### src/rtl/regfile_pkg.sv
// Shared defaults for the banked register file.
package regfile_pkg;
  localparam int unsigned RF_WIDTH  = 16;
  localparam int unsigned RF_NREGS  = 16;
  localparam int unsigned RF_NBANKS = 2;
endpackage : regfile_pkg

### src/rtl/regfile_bank.sv
// One register bank: async clear, one write port, two combinational read ports, r0 hardwired to 0.
module regfile_bank #(
  parameter int unsigned WIDTH = 16,
  parameter int unsigned NREGS = 16,
  localparam int unsigned AW = $clog2(NREGS)
) (
  input  logic             clk,
  input  logic             reset,
  input  logic             we,
  input  logic [AW-1:0]    wa,
  input  logic [WIDTH-1:0] wd,
  input  logic [AW-1:0]    ra1,
  input  logic [AW-1:0]    ra2,
  output logic [WIDTH-1:0] rd1,
  output logic [WIDTH-1:0] rd2
);

  logic [WIDTH-1:0] mem [NREGS];

  // Storage; writes to r0 are dropped so it stays 0.
  always_ff @(posedge clk or posedge reset) begin
    if (reset) begin
      for (int i = 0; i < NREGS; i++) mem[i] <= '0;
    end else if (we && (wa != '0)) begin
      mem[wa] <= wd;
    end
  end

  assign rd1 = (ra1 == '0) ? '0 : mem[ra1];
  assign rd2 = (ra2 == '0) ? '0 : mem[ra2];

endmodule : regfile_bank

### src/rtl/regfile_banked.sv
// Multi-bank register file: bank-select counter, write steering, read mux and optional write bypass.
module regfile_banked
  import regfile_pkg::*;
#(
  parameter int unsigned WIDTH  = RF_WIDTH,
  parameter int unsigned NREGS  = RF_NREGS,
  parameter int unsigned NBANKS = RF_NBANKS,
  parameter int unsigned BYPASS = 1,
  localparam int unsigned AW = $clog2(NREGS),
  localparam int unsigned BW = (NBANKS > 1) ? $clog2(NBANKS) : 1
) (
  input  logic             clk,
  input  logic             reset,
  input  logic             we3,
  input  logic [AW-1:0]    wa3,
  input  logic [WIDTH-1:0] wd3,
  input  logic [AW-1:0]    ra1,
  input  logic [AW-1:0]    ra2,
  input  logic             bank_swap,
  output logic [WIDTH-1:0] rd1,
  output logic [WIDTH-1:0] rd2,
  output logic [BW-1:0]    active_bank
);

  logic [WIDTH-1:0] bank_rd1 [NBANKS];
  logic [WIDTH-1:0] bank_rd2 [NBANKS];
  logic [WIDTH-1:0] sel_rd1, sel_rd2;
  logic             wr_live;

  // Bank-select counter; a single bank never advances.
  always_ff @(posedge clk or posedge reset) begin
    if (reset) begin
      active_bank <= '0;
    end else if (bank_swap && (NBANKS > 1)) begin
      active_bank <= (active_bank == BW'(NBANKS - 1)) ? '0 : active_bank + BW'(1);
    end
  end

  // Writes go to the bank active before any same-edge swap.
  for (genvar b = 0; b < NBANKS; b++) begin : gen_bank
    regfile_bank #(
      .WIDTH (WIDTH),
      .NREGS (NREGS)
    ) u_bank (
      .clk   (clk),
      .reset (reset),
      .we    (we3 && (active_bank == BW'(b))),
      .wa    (wa3),
      .wd    (wd3),
      .ra1   (ra1),
      .ra2   (ra2),
      .rd1   (bank_rd1[b]),
      .rd2   (bank_rd2[b])
    );
  end

  always_comb begin
    sel_rd1 = '0;
    sel_rd2 = '0;
    for (int b = 0; b < NBANKS; b++) begin
      if (active_bank == BW'(b)) begin
        sel_rd1 = bank_rd1[b];
        sel_rd2 = bank_rd2[b];
      end
    end
  end

  assign wr_live = (BYPASS != 0) && we3 && (wa3 != '0);

  // Forwarding, then r0 and reset force zero on top of everything.
  always_comb begin
    rd1 = sel_rd1;
    rd2 = sel_rd2;
    if (wr_live && (ra1 == wa3)) rd1 = wd3;
    if (wr_live && (ra2 == wa3)) rd2 = wd3;
    if (reset || (ra1 == '0)) rd1 = '0;
    if (reset || (ra2 == '0)) rd2 = '0;
  end

endmodule : regfile_banked

### config.mk
export PLATFORM = sky130hd
export DESIGN_NAME = regfile_banked
export DESIGN_NICKNAME = d
export VERILOG_FILES = /design/src/rtl/regfile_pkg.sv /design/src/rtl/regfile_bank.sv /design/src/rtl/regfile_banked.sv
export SDC_FILE = /design/constraint.sdc
export NUM_CORES = 1
export LEC_CHECK = 0
export BUFFER_PORTS_ARGS = -buffer_cell sky130_fd_sc_hd__buf_2
export CAP_MARGIN = 20
export CORE_UTILIZATION = 55
export DETAILED_ROUTE_END_ITERATION = 10
export PLACE_DENSITY = 0.83
export RECOVER_POWER = 25
export SLEW_MARGIN = 20
export SYNTH_ARGS = -nofsm -noshare
export SYNTH_HDL_FRONTEND = slang
export SYNTH_SLANG_ARGS = --single-unit
### constraint.sdc
create_clock -name clk -period 25.2 [get_ports clk]
set_clock_uncertainty 0.15 [all_clocks]
set_input_delay 5.04 -clock clk [delete_from_list [all_inputs] [get_ports clk]]
set_output_delay 5.04 -clock clk [all_outputs]
set_load 0.005 [all_outputs]
==> PnR_summary.wiki <==
{| class="wikitable"
! Metric !! Value
|-
| Final WL || 76.9 mm
|-
| Sequential cell area || 12800 µm²
|-
| Total GRT Usage || 29.6%
|-
| Antenna violations before repair || 4
|-
| Layer with the highest usage || met2
|-
| Relative slew slack || -364%
|-
| Leakage || 13.2 nW
|-
| Count of input and output buffers || 64
|-
| I/O Pins || 65
|-
| Number of hold violations in the final report || 0
|-
| Endpoint kind of the worst setup timing path || output port
|-
| Hold path startpoint || gen_bank[0].u_bank.mem[253]
|-
| Timing startpoint of the critical path || ra1[0]
|-
| Post_cts resized || 0
|-
| HPWL after detailed placement || 46.2 mm
|-
| Insertion delay to the later sink of the worst-skew pair || 0.58 ns
|-
| DIE AREA || 52200 µm²
|-
| DIE WIDTH || 228 µm
|-
| Synth cell types || 44
|-
| Largest voltage drop on the vdd net || 54.1 µV
|-
| Count of yosys warnings during synthesis || 0
|-
| Total of max-cap violations || 5
|-
| Worst Max-Slew Pin Slew || 6.92 ns
|-
| Depth of the CTS H-tree || 2
|-
| Count of flip-flops with a built-in enable after synthesis || 0
|-
| Synthesized flop and latch total || 513
|-
| Effective utilization at floorplan || 56.0%
|-
| Cells after synthesis || 2036
|-
| Number of global-route vias before repair || 19.6k
|-
| Crit Reg-Reg Startpoint || active_bank
|-
| Critical path start-end classification || in -> out
|-
| Sequential share of the synthesized area || 45.5%
|-
| Vias/cell || 7.03
|-
| Floorplan core area || 50400 µm²
|-
| Number of nets produced by synthesis || 2068
|-
| Power per standard cell area || 103 nW/µm²
|-
| Max Buffers Root-to-Sink || 3
|-
| Number of placement rows || 82
|-
| Reg2reg path depth || 6
|-
| Routed via count || 18.8k
|-
| Run status || finished, violations left
|-
| Number of nets in the finished design || 1988
|-
| Number of buffers inserted during clock tree synthesis || 52
|-
| Average wire per standard cell || 28.8 µm
|-
| Critical path required time || 20.01 ns
|-
| Average cell area after synthesis || 13.8 µm²
|-
| Number of antenna-violating nets in the routed design || 0
|-
| Maximum frequency from static timing analysis || 0.0725 GHz
|-
| Final GP Congestion || 0.950
|-
| Post-route cell area || 30400 µm²
|-
| Root buf cell || sky130_fd_sc_hd__clkbuf_16
|-
| Post-synthesis instance area || 28200 µm²
|-
| Clk slew on worst S/H paths || 0.06 ns
|-
| Die span in y || 228 µm
|-
| Critical path launch point type || input pin
|-
| Final setup vio count || 0
|-
| TritonCTS clock tree || done
|-
| Total negative slack for setup checks || 0 ns
|-
| Layout area overhead || 7.73%
|-
| Post-CTS setup buffer count || 0
|-
| Most used DFF post-synth || sky130_fd_sc_hd__dfrtp_1
|-
| Clock sink count || 513
|-
| First DRT Iteration DRCs || 2241
|-
| Path type of the worst min-delay path || reg -> reg
|-
| Placement-stage cell area || 28700 µm²
|-
| Footprint of the multi-input gates || 14300 µm²
|-
| Shortest clock period the worst path allows after layout || 13.80 ns
|-
| Met2 usage || 46.6%
|-
| Layout filler cell count || 3632
|-
| Arrival @ worst endpoint || 8.61 ns
|-
| First-pass iteration count of the detailed router || 5
|-
| Async S/R FF share, synth || 100%
|-
| Final number of max-transition violations || 223
|-
| First-pass GRT wire length || 119 mm
|-
| Remaining global-route overflow || 0
|-
| Unrepaired setup endpoints after global routing || false
|-
| Pin count of the biggest net entering global routing || 186
|-
| Worst Hold Path Cells || 0
|-
| Biggest fanout along the worst timing path || 49
|-
| Post-route DRC violation count || 0
|-
| GR Layer Usage met1 || 39.0%
|-
| Met3 usage || 6.72%
|-
| Final period utilization || 54.8%
|-
| Hold-fix buffers, CTS || 0
|-
| Fraction of final layout cells sized beyond drive strength 1 || 47.7%
|-
| Violated checks || max-capacitance violations, max-slew violations
|}
## layout make-up
class | count | area share, %
diodes | 2 | 0.0165
clock buffers | 81 | 5.21
clock inverters | 15 | 0.457
inverters | 3 | 0.0412
multi-input cells | 1279 | 47.0
flip-flops and latches | 513 | 42.3
well taps | 672 | 2.77
repair buffers | 107 | 2.20
## power breakdown
group / switching [mW] / internal (mW) / leakage, nW
Combinational: 0.373 / 0.569 / 5.74
Sequential: 0.248 / 1.15 / 6.60
Clock: 0.329 / 0.451 / 0.854
## stage by stage
stage | worst slack, ns | cells | power (mW) | utilization (%) | hold WS (ns)
CTS | 11.42 | 2669 | 3.11 | 60.3 | 0.248
detailed placement | 11.43 | 2573 | 2.33 | 56.9 | 0.235
global placement | 11.50 | 2573 | 2.25 | 56.9 | 0.228
global route | 11.20 | 2671 | 3.26 | 60.3 | 0.253
finish | 11.40 | 2672 | 3.12 | 60.3 | 0.247
floorplan | 5.68 | 2036 | 2.07 | - | 0.293
## cells by family after synthesis
group / Yosys count / share of synthesized area [%]
AOI/OAI and AO/OA: 243 / 6.57
xor gates and xnor gates: 9 / 0.280
and+or+nand+nor: 132 / 2.21
muxes: 895 / 41.4
buffers and inverters: 244 / 3.95
DFF: 513 / 45.5
## final timing paths
path	to	slack [ns]
max	rd1[7]	11.40
min	gen_bank[0].u_bank.mem[253]	0.25
max reg2reg	gen_bank[0].u_bank.mem[40]	21.55
min reg2reg	gen_bank[0].u_bank.mem[253]	0.25
max in group asynchronous	gen_bank[0].u_bank.mem[150]	15.37
min in group asynchronous	gen_bank[0].u_bank.mem[99]	6.53
## placed cells by master (no fill, tap or decap), drive strengths merged, types with 6 or more instances in the layout
master	n
clkinv	13
o31ai	33
xnor2	6
clkbuf	92
buf	96
a41oi	32
a21oi	46
nand3	20
mux2i	156
dfrtp	513
o21ai	15
o22ai	30
mux4	160
a221o	30
nor2b	8
nand2	61
mux2	579
nor2	18
a22oi	47
## routing by layer
layer | part of all wire (%) | vias up
li1 | - | 7628
met1 | 38 | 9866
met2 | 47 | 1043
met3 | 9.4 | 252
met4 | 4.9 | 4
met5 | 0.030 | -
## synthesized netlist by cell type, drive strengths merged, types with 4 or more instances
cell type  number  area (µm²)
mux2          579        6520
dfrtp         513       12800
mux4          160        3600
mux2i         156        1560
clkbuf        138         518
buf           103         586
nand2          61         229
a22oi          47         353
a21oi          46         230
o31ai          33         248
a41oi          32         355
a221o          30         300
o22ai          30         188
nand3          20         100
nor2           18        70.1
o21ai          15        75.1
nor2b           8        50.1
xnor2           6        52.6
nand2b          5        31.3
or3             5        31.3
or2             4        25.0
## critical path, stage by stage
cell                      delay [ns]
sky130_fd_sc_hd__buf_8          0.37
sky130_fd_sc_hd__buf_4          0.85
sky130_fd_sc_hd__buf_4          0.67
sky130_fd_sc_hd__mux4_2         0.58
sky130_fd_sc_hd__a22oi_1        0.21
sky130_fd_sc_hd__a221o_1        0.28
sky130_fd_sc_hd__a41oi_2        0.22
sky130_fd_sc_hd__buf_2          0.25
## registers in the layout (all words and copies together), names as in the netlist
name and cells:
gen_bank.u_bank.mem 512, active_bank 1
No activity file was read; power rests on OpenSTA's default activity.
